[config.mk]
export PLATFORM = sky130hd
export DESIGN_NAME = id_stage_pipe
export DESIGN_NICKNAME = d
export VERILOG_FILES = /design/src/rtl/id_stage_pipe_pkg.sv /design/src/rtl/id_hazard_unit.sv /design/src/rtl/id_stage_pipe.sv
export SDC_FILE = /design/constraint.sdc
export NUM_CORES = 1
export LEC_CHECK = 0
export BUFFER_PORTS_ARGS = -buffer_cell sky130_fd_sc_hd__buf_2
export CAP_MARGIN = 10
export CORE_AREA = 2 2 169 171
export CTS_BUF_LIST = sky130_fd_sc_hd__clkbuf_16
export DETAILED_ROUTE_END_ITERATION = 8
export DIE_AREA = 0 0 171 173
export PLACE_DENSITY = 0.58
export SLEW_MARGIN = 20
export SYNTH_ARGS = -nofsm -noshare
export SYNTH_HDL_FRONTEND = slang
export SYNTH_SLANG_ARGS = --single-unit
[constraint.sdc]
create_clock -name clk -period 7.59 [get_ports clk]
set_input_delay 0.759 -clock clk [delete_from_list [all_inputs] [get_ports clk]]
set_output_delay 0.759 -clock clk [all_outputs]
set_load 0.005 [all_outputs]
[src/rtl/id_stage_pipe_pkg.sv]
// Shared decode constants, instruction field positions and ID-stage types.
// Imported by the ID stage top and its hazard unit.
package id_stage_pipe_pkg;

  localparam int unsigned WORD_W   = 32;

  localparam int unsigned OP_MSB   = 31;
  localparam int unsigned OP_LSB   = 26;
  localparam int unsigned RS_MSB   = 25;
  localparam int unsigned RS_LSB   = 21;
  localparam int unsigned RT_MSB   = 20;
  localparam int unsigned RT_LSB   = 16;
  localparam int unsigned IMM_MSB  = 15;
  localparam int unsigned TGT_MSB  = 25;
  localparam int unsigned FUNC_MSB = 5;

  localparam logic [5:0] OP_RTYPE = 6'h00;
  localparam logic [5:0] OP_J     = 6'h02;
  localparam logic [5:0] OP_JAL   = 6'h03;
  localparam logic [5:0] OP_BEQ   = 6'h04;
  localparam logic [5:0] OP_BNE   = 6'h05;
  localparam logic [5:0] OP_LUI   = 6'h0F;
  localparam logic [5:0] OP_SW    = 6'h2B;
  localparam logic [5:0] FUNC_JR  = 6'h08;

  localparam logic [WORD_W-1:0] ZERO_WORD = '0;

  typedef enum logic [1:0] {
    FWD_ZERO,
    FWD_RF,
    FWD_M,
    FWD_W
  } fwd_sel_e;

  typedef struct packed {
    logic              vld;
    logic [WORD_W-1:0] instr;
    logic [WORD_W-1:0] pc;
  } ifid_t;

endpackage

[src/rtl/id_hazard_unit.sv]
// Combinational load-use / branch-operand stall detection and operand forward select.
// Zero latency; the stall output is the backpressure the ID stage presents to IF.
module id_hazard_unit
  import id_stage_pipe_pkg::*;
#(
  parameter int unsigned REG_ADDR_W = 5
) (
  input  logic                  valid_i,
  input  logic [5:0]            op_i,
  input  logic [5:0]            func_i,
  input  logic [REG_ADDR_W-1:0] rs_i,
  input  logic [REG_ADDR_W-1:0] rt_i,
  input  logic                  ex_regwe_i,
  input  logic                  ex_memrd_i,
  input  logic [REG_ADDR_W-1:0] ex_waddr_i,
  input  logic                  m_regwe_i,
  input  logic                  m_memrd_i,
  input  logic [REG_ADDR_W-1:0] m_waddr_i,
  input  logic                  w_regwe_i,
  input  logic [REG_ADDR_W-1:0] w_waddr_i,
  output logic                  stall_o,
  output fwd_sel_e              fwd1_o,
  output fwd_sel_e              fwd2_o
);

  logic use_rs, use_rt, is_br, is_jr, cmp_rs, cmp_rt, rs_nz, rt_nz;
  logic ld_use, ex_cmp, m_cmp;

  // A load result in M is not yet available, so M forwarding skips loads.
  function automatic fwd_sel_e pick(input logic [REG_ADDR_W-1:0] a);
    if (a == '0)                                         return FWD_ZERO;
    else if (m_regwe_i && !m_memrd_i && (m_waddr_i == a)) return FWD_M;
    else if (w_regwe_i && (w_waddr_i == a))              return FWD_W;
    else                                                 return FWD_RF;
  endfunction

  always_comb begin
    use_rs = !(op_i inside {OP_J, OP_JAL, OP_LUI});
    use_rt = op_i inside {OP_RTYPE, OP_BEQ, OP_BNE, OP_SW};
    is_br  = (op_i == OP_BEQ) || (op_i == OP_BNE);
    is_jr  = (op_i == OP_RTYPE) && (func_i == FUNC_JR);
    cmp_rs = is_br || is_jr;
    cmp_rt = is_br;
    rs_nz  = (rs_i != '0);
    rt_nz  = (rt_i != '0);

    ld_use = ex_memrd_i && ex_regwe_i &&
             ((use_rs && rs_nz && (ex_waddr_i == rs_i)) ||
              (use_rt && rt_nz && (ex_waddr_i == rt_i)));
    ex_cmp = ex_regwe_i &&
             ((cmp_rs && rs_nz && (ex_waddr_i == rs_i)) ||
              (cmp_rt && rt_nz && (ex_waddr_i == rt_i)));
    m_cmp  = m_memrd_i &&
             ((cmp_rs && rs_nz && (m_waddr_i == rs_i)) ||
              (cmp_rt && rt_nz && (m_waddr_i == rt_i)));

    stall_o = valid_i && (ld_use || ex_cmp || m_cmp);
    fwd1_o  = pick(rs_i);
    fwd2_o  = pick(rt_i);
  end

endmodule

[src/rtl/id_stage_pipe.sv]
// MIPS decode stage: IF/ID register, hazard stalls, M/W forwarding, branch/jump resolution.
// One cycle IF->EX latency; id_ready_o drops while a hazard holds the IF/ID register.
module id_stage_pipe
  import id_stage_pipe_pkg::*;
#(
  parameter int unsigned REG_ADDR_W  = 5,
  parameter bit          DELAY_SLOT  = 1'b1,
  parameter int unsigned STALL_CNT_W = 16
) (
  input  logic                   clk,
  input  logic                   rst,
  input  logic                   if_valid_i,
  input  logic [31:0]            if_instr_i,
  input  logic [31:0]            if_pc_i,
  output logic                   id_ready_o,
  input  logic                   flush_i,
  output logic [REG_ADDR_W-1:0]  rf_raddr1_o,
  output logic [REG_ADDR_W-1:0]  rf_raddr2_o,
  input  logic [31:0]            rf_rdata1_i,
  input  logic [31:0]            rf_rdata2_i,
  input  logic                   ex_regwe_i,
  input  logic                   ex_memrd_i,
  input  logic [REG_ADDR_W-1:0]  ex_waddr_i,
  input  logic                   m_regwe_i,
  input  logic                   m_memrd_i,
  input  logic [REG_ADDR_W-1:0]  m_waddr_i,
  input  logic [31:0]            m_data_i,
  input  logic                   w_regwe_i,
  input  logic [REG_ADDR_W-1:0]  w_waddr_i,
  input  logic [31:0]            w_data_i,
  output logic                   id_valid_o,
  output logic [31:0]            id_instr_o,
  output logic [31:0]            id_pc_o,
  output logic [31:0]            id_op1_o,
  output logic [31:0]            id_op2_o,
  output logic                   redirect_o,
  output logic [31:0]            redirect_pc_o,
  output logic                   link_pc_o_unused_guard,
  output logic [31:0]            link_pc_o,
  output logic [STALL_CNT_W-1:0] stall_cnt_o
);

  ifid_t                  ifid_q, ifid_d;
  logic [STALL_CNT_W-1:0] stall_cnt_q, stall_cnt_d;

  logic [5:0]            op, func;
  logic [REG_ADDR_W-1:0] rs, rt;
  logic                  stall, take, live;
  logic                  is_beq, is_bne, is_j, is_jal, is_jr;
  fwd_sel_e              fwd1, fwd2;
  logic [31:0]           pc_plus4, br_target, j_target;

  assign op   = ifid_q.instr[OP_MSB:OP_LSB];
  assign func = ifid_q.instr[FUNC_MSB:0];
  assign rs   = REG_ADDR_W'(ifid_q.instr[RS_MSB:RS_LSB]);
  assign rt   = REG_ADDR_W'(ifid_q.instr[RT_MSB:RT_LSB]);

  id_hazard_unit #(
    .REG_ADDR_W(REG_ADDR_W)
  ) u_hazard (
    .valid_i    (ifid_q.vld),
    .op_i       (op),
    .func_i     (func),
    .rs_i       (rs),
    .rt_i       (rt),
    .ex_regwe_i (ex_regwe_i),
    .ex_memrd_i (ex_memrd_i),
    .ex_waddr_i (ex_waddr_i),
    .m_regwe_i  (m_regwe_i),
    .m_memrd_i  (m_memrd_i),
    .m_waddr_i  (m_waddr_i),
    .w_regwe_i  (w_regwe_i),
    .w_waddr_i  (w_waddr_i),
    .stall_o    (stall),
    .fwd1_o     (fwd1),
    .fwd2_o     (fwd2)
  );

  always_comb begin
    unique case (fwd1)
      FWD_ZERO: id_op1_o = ZERO_WORD;
      FWD_M:    id_op1_o = m_data_i;
      FWD_W:    id_op1_o = w_data_i;
      default:  id_op1_o = rf_rdata1_i;
    endcase
    unique case (fwd2)
      FWD_ZERO: id_op2_o = ZERO_WORD;
      FWD_M:    id_op2_o = m_data_i;
      FWD_W:    id_op2_o = w_data_i;
      default:  id_op2_o = rf_rdata2_i;
    endcase
  end

  always_comb begin
    is_beq    = (op == OP_BEQ);
    is_bne    = (op == OP_BNE);
    is_j      = (op == OP_J);
    is_jal    = (op == OP_JAL);
    is_jr     = (op == OP_RTYPE) && (func == FUNC_JR);
    take      = (is_beq && (id_op1_o == id_op2_o)) || (is_bne && (id_op1_o != id_op2_o)) ||
                is_j || is_jal || is_jr;
    live      = ifid_q.vld && !stall;
    pc_plus4  = ifid_q.pc + 32'd4;
    br_target = pc_plus4 + {{14{ifid_q.instr[IMM_MSB]}}, ifid_q.instr[IMM_MSB:0], 2'b00};
    j_target  = {pc_plus4[31:28], ifid_q.instr[TGT_MSB:0], 2'b00};
    if (is_jr)                redirect_pc_o = id_op1_o;
    else if (is_j || is_jal)  redirect_pc_o = j_target;
    else                      redirect_pc_o = br_target;
  end

  assign redirect_o  = live && take;
  assign id_ready_o  = !stall;
  // The all-zero word is a NOP: it travels through IF/ID but is never offered to EX.
  assign id_valid_o  = live && (ifid_q.instr != ZERO_WORD);
  assign id_instr_o  = ifid_q.instr;
  assign id_pc_o     = ifid_q.pc;
  assign link_pc_o   = ifid_q.pc + (DELAY_SLOT ? 32'd8 : 32'd4);
  assign link_pc_o_unused_guard = 1'b0;
  assign rf_raddr1_o = rs;
  assign rf_raddr2_o = rt;
  assign stall_cnt_o = stall_cnt_q;

  always_comb begin
    ifid_d = ifid_q;
    if (flush_i) begin
      ifid_d.vld   = 1'b0;
      ifid_d.instr = ZERO_WORD;
    end else if (!stall) begin
      if (redirect_o && !DELAY_SLOT) begin
        ifid_d.vld   = 1'b0;
        ifid_d.instr = ZERO_WORD;
      end else begin
        ifid_d = '{vld: if_valid_i, instr: if_instr_i, pc: if_pc_i};
      end
    end
  end

  always_comb begin
    stall_cnt_d = stall_cnt_q;
    if (stall && (stall_cnt_q != '1)) stall_cnt_d = stall_cnt_q + STALL_CNT_W'(1);
  end

  always_ff @(posedge clk or posedge rst) begin
    if (rst) begin
      ifid_q      <= '0;
      stall_cnt_q <= '0;
    end else begin
      ifid_q      <= ifid_d;
      stall_cnt_q <= stall_cnt_d;
    end
  end

endmodule

==> Word level (Yosys, flattened, before mapping) <==
Index checks and enable logic that the tools add are counted.
{ "totals": {"register_bits": 81, "latchBits": 0, "ramBits": 0, "romBits": 0, "wordCells": 96, "n_memories": 0} }
{ "op_classes": {"n_addsub": 4, "mul": 0, "n_div": 0, "magnitude_cmp": 0, "n_eq_ne": 21, "shifts": 0, "muxes": 12, "bitwise_logic": 2, "n_reduce_logical": 53} }
{ "op_table": {"columns": ["op", "n"], "rows": [
  ["case mux 32 bit (3 select lines)", 2],
  ["two-way mux 65 bit", 1],
  ["two-way mux 32 bit", 2],
  ["two-way mux 33 bit", 1],
  ["adder 32 x 3 -> 32 bit, second input constant", 1],
  ["adder 32 bit", 1],
  ["adder 32 x 4 -> 32 bit, second input constant", 1],
  ["== test 32 bit", 1],
  ["inequality test 32 bit", 1],
  ["nonzero test 32 bit", 1],
  ["== test 5 bit", 6],
  ["logical AND 1 bit", 27],
  ["adder 16 x 1 -> 16 bit, second input constant", 1],
  ["inequality test 16 bit, second input constant", 1],
  ["== test 6 x 2 -> 1 bit, second input constant", 2],
  ["== test 6 x 3 -> 1 bit, second input constant", 2],
  ["== test 6 x 4 -> 1 bit, second input constant", 2],
  ["logical OR 1 bit", 12],
  ["two-way mux 2 bit", 6],
  ["zero test 5 bit", 2],
  ["nonzero test 5 bit", 2],
  ["== test 2 bit, second input constant", 4],
  ["== test 6 bit, second input constant", 1],
  ["zero test 6 bit", 1],
  ["other kinds (7)", 11]
]} }

==> Longest topological paths before layout <==
{ "depth": {"depth_word": 14, "ltp_mapped": 19, "ltp_nobuf": 17} }

==> Cells and area by module <==
From an unflattened synthesis, not the netlist that was laid out.
{ "unflattened": {"cells_unflattened": 1123, "hier_area_um2": 9442.8} }
{ "modules_own_cells": {"columns": ["module", "n_inst", "cells_each", "area_each_um2", "seq_area_each_um2"], "rows": [
  ["id_stage_pipe", 1, 1044, 8889.8, 2026.9],
  ["id_hazard_unit", 1, 79, 553.0, 0.0]
]} }

==> Worst setup path after synthesis <==
Ideal clock, no wire load.
{ "synth_path": {"kind": "flip-flop to output port", "from": "register ifid_q (netlist bit id_pc_o[5])", "to": "output redirect_pc_o[31]", "arrival_ns": 3.788, "required_ns": 6.831, "setup_slack_ns": 3.043, "stages_incl_launch_ff": 17, "n_path_buf": 2, "cell_sequence": "dfrtp_1 -> clkbuf_1 -> and4_1 -> and3_1 -> clkbuf_1 -> nand3_1 -> xnor2_1 -> ha_1 -> and4_1 -> a221oi_1 -> o21ai_0 -> o211ai_1 -> o21ai_0 -> a211oi_1 -> xnor2_1 -> and3_1 -> o31ai_1"} }
{ "synth_between": {"elab_chain_len": 4} }
{ "synth_lines": {"columns": ["item", "line_no", "rtl"], "rows": [
  ["start: declaration", "id_stage_pipe.sv:43", "ifid_t ifid_q, ifid_d;"],
  ["start signal: assignment", "id_stage_pipe.sv:148", "ifid_q <= ifid_d;"],
  ["adder 32 x 3 -> 32 bit *", "id_stage_pipe.sv:103", "pc_plus4 = ifid_q.pc + 32'd4;"],
  ["adder 32 bit", "id_stage_pipe.sv:104", "br_target = pc_plus4 + {{14{ifid_q.instr[IMM_MSB]}}, ifid_q.instr[IMM_MSB:0], 2'b00};"],
  ["two-way mux 32 bit *", "id_stage_pipe.sv:107", "else if (is_j || is_jal) redirect_pc_o = j_target;"],
  ["two-way mux 32 bit *", "id_stage_pipe.sv:106", "if (is_jr) redirect_pc_o = id_op1_o;"],
  ["end: declaration", "id_stage_pipe.sv:37", "output logic [31:0] redirect_pc_o,"]
]} }
Every way passes the cells marked *; elsewhere a longest branch is shown, timed or not.

==> Worst setup path after layout <==
{ "layout_path": {"from": "register ifid_q (netlist bit id_pc_o[4])", "to": "output redirect_pc_o[31]"} }
Same word-level chain as after synthesis.

==> summary.md <==
| Metric | Value |
|---|---|
| Status | `complete, no violations` |
| Power density over the cells | `153 nW/um^2` |
| 1st-pass router iterations | `7` |
| Post-DP HPWL | `33300 um` |
| WHS | `0.459 ns` |
| Synthesized cell area | `8920 um^2` |
| Setup tns final | `0 ns` |
| Via count | `10200` |
| Yosys top cell by area | `dfrtp_1` |
| Routed wire length | `41400 um` |
| Worst Setup Path Type | `register to output port` |
| RSZ-0062 raised after global routing | `no` |
| Starting Density | `32.3%` |
| Routed WL per cell | `22.0 um` |
| R2R Setup Slk | `3.10 ns` |
| First-pass GRT wire length | `60300 um` |
| Fill count | `2939` |
| Placed cells | `1858` |
| Routed met3 length | `2870 um` |
| Fmax | `178 MHz` |
| Worst-path maximum fanout | `8` |
| Nature of the critical path endpoint | `output port` |
| Worst reg2reg path startpoint | `id_instr_o[22]` |
| CTS buffer count | `9` |
| Finished Layout Cells | `1885` |
| Synth warn | `0` |
| Final setup vio count | `0` |
| Clk_lat worst skew | `0.36 ns` |
| Top Metal Used | `met4` |
| IO Port Bufs | `436` |
| GRT Util Overall | `26.8%` |
| WP data arrival | `4.87 ns` |
| Post-synth EDFFs | `0` |
| Cts hold-fix bufs | `0` |
| Drt drc | `0` |
| Rows | `61` |
| Mapped Nets | `1370` |
| FF-to-FF End | `id_pc_o[6]` |
| Layout Skew | `0.0122 ns` |
| Via-per-instance ratio | `5.39` |
| CTS max path bufs | `2` |
| Area Overhead vs Synth | `30.1%` |
| Async S/R FF share, synth | `100%` |
| R2R cell count | `9` |
| Syn Area/Cell | `7.96 um^2` |
| DRT antenna net count | `0` |
| Core ar. | `27600 um^2` |
| Worst vdd ir | `0.114 mV` |
| Placement Setup Slack | `2.29 ns` |
| Nets@finish | `1740` |
| Tcrit/Tclk final | `74.2%` |
| Final Hold Viols | `0` |
| Detail Route met2 WL | `20000 um` |
| Die Wd | `171 um` |
| Initial antenna violation count | `11` |
| Final Worst Setup Slack | `1.96 ns` |
| Post-CTS setup buffer count | `0` |
| Fin crit period | `5.63 ns` |
| Final core occ | `42.0%` |
| Ratio of cells with drive above 1 in the final layout | `33.9%` |
| Max_cap viols | `0` |
| Top cell type's share of synthesized area | `22.7%` |
| DRT met1 WL | `17000 um` |
| Die area | `29600 um^2` |
| CTS Sinks | `81` |
| Required time at the worst-slack endpoint | `6.83 ns` |
| Die Y | `173 um` |
| GP Congestion | `0.989` |
| Max-slew headroom | `24.3%` |
| Initial drt markers | `824` |
| Vias in the first global route | `9740` |
| CTS clk-pin slew, worst paths | `0.06 ns` |
| CTS root buffer | `clkbuf_16` |
| Cells after synthesis | `1121` |
| Largest net degree at the start of global routing | `65` |
| CTS tree | `yes` |
| Post_cts resized | `0` |
| Top cells by area, synth | `dfrtp_1 (23%), xnor2_1 (9.1%), mux2i_1 (7.4%), xor2_1 (5.2%), nor2_1 (4.7%)` |
| Sequential cell area | `2030 um^2` |
| Post-synth top flop | `dfrtp_1` |
| Global route overflow | `0` |
| Startpoint type of the worst setup path | `register` |
| Hold Crit Class | `input port to asynchronous set/reset pin` |
| #FFs+latches synth | `81` |
| Worst Tran Pin Value | `1.13 ns` |
| Sequential fraction of the synthesis area | `22.7%` |
| Synth cell types | `67` |
| I/O pins | `438` |
| Multi-input combinational cell area | `6250 um^2` |
| Leakage power | `5.88 nW` |
| H-tree depth | `3` |
| Final Max Slew Viols | `0` |
[Yosys cell counts, types with 22 or more instances]
master / instances
a211o_1: 26
a21oi_1: 40
buf_2: 22
clkbuf_1: 44
dfrtp_1: 81
ha_1: 32
inv_1: 64
mux2_2: 24
mux2i_1: 66
nand2_1: 73
nand3_1: 44
nor2_1: 111
nor3_1: 48
o21ai_0: 33
o2bb2ai_1: 31
xnor2_1: 93
xor2_1: 53
[report_power, final]
part	total [mW]	internal (mW)	switching, mW
Clock	0.466	0.259	0.207
Combinational	0.784	0.339	0.445
Sequential	0.524	0.459	0.0651
[worst max-delay path, stage by stage, from the launching register on]
cell and delay, ns:
dfrtp_1 0.52, ha_1 0.41, and3_1 0.35, nand2_1 0.10, nor2_1 0.39, and4_1 0.32
and2_1 0.23, nand3_1 0.12, xnor2_1 0.38, ha_1 0.37, a21oi_1 0.19, o22ai_1 0.12
a211oi_1 0.30, xnor2_1 0.18, a21oi_1 0.10, o31ai_1 0.27, buf_2 0.16
[metal layers]
metal	up-vias	global-route usage, %
met5	-	0
met1	4906	33.8
li1	4733	-
met2	451	45.4
met4	0	11.3
met3	71	3.96
[cells in the final DEF, fill, tap and decap left out, drive strengths merged, types with 6 or more instances in the layout]
master	n
buf	449
nor2	113
xnor2	93
dfrtp	81
nand2	73
inv	67
mux2i	66
xor2	53
nor3	48
o21ai	46
nand3	44
a21oi	40
ha	32
o2bb2ai	31
mux2	30
a211o	26
a211oi	22
o21a	19
nand4	17
and3	16
nor4	14
a21o	12
diode	11
clkbuf	9
o211ai	8
o22ai	6
and2	6
a31oi	6
a22oi	6
[final cells by class]
| class | instances | area share (%) |
|---|---|---|
| repair buffers | 449 | 19.6 |
| flip-flops and latches | 81 | 17.5 |
| clock buffers | 9 | 1.94 |
| well taps | 378 | 4.08 |
| diodes | 11 | 0.237 |
| inverters | 64 | 2.08 |
| multi-input cells | 886 | 53.9 |
| clock inverters | 7 | 0.669 |
[cells by family after synthesis]
kind of cell,Yosys count,synth area share (%)
adders and majority gates,33,4.71
muxes,96,11.2
buffers and inverters,154,7.75
xor gates and xnor gates,146,14.3
and+or+nand+nor,362,19.7
AOI/OAI and AO/OA,248,19.6
other,1,0.0420
DFF,81,22.7
[per-stage QoR]
step,instance area [um^2],power (mW)
finish,11600,1.77
global route,11600,1.88
CTS,11600,1.78
detailed placement,11300,1.31
global placement,11300,1.31
floorplan,8920,0.948
[flip-flops by register name, summed over array words and instances (netlist names)]
| register | flops |
|---|---|
| id_instr_o | 32 |
| id_pc_o | 32 |
| ifid_q | 1 |
| stall_cnt_o | 16 |
[worst max-delay path by stage]
stage | slack [ns] | to | start | cells after the start
2_1_floorplan | 3.04 | redirect_pc_o[31] | id_pc_o[5] | 16
3_3_place_gp | 2.28 | redirect_o | w_waddr_i[2] | 12
3_5_place_dp | 2.29 | redirect_o | w_waddr_i[4] | 12
4_1_cts | 1.96 | redirect_pc_o[31] | id_pc_o[4] | 16
5_1_grt | 1.56 | redirect_pc_o[31] | id_pc_o[4] | 15
6_report | 1.96 | redirect_pc_o[31] | id_pc_o[4] | 16
No activity file was read; power rests on OpenSTA's default activity.
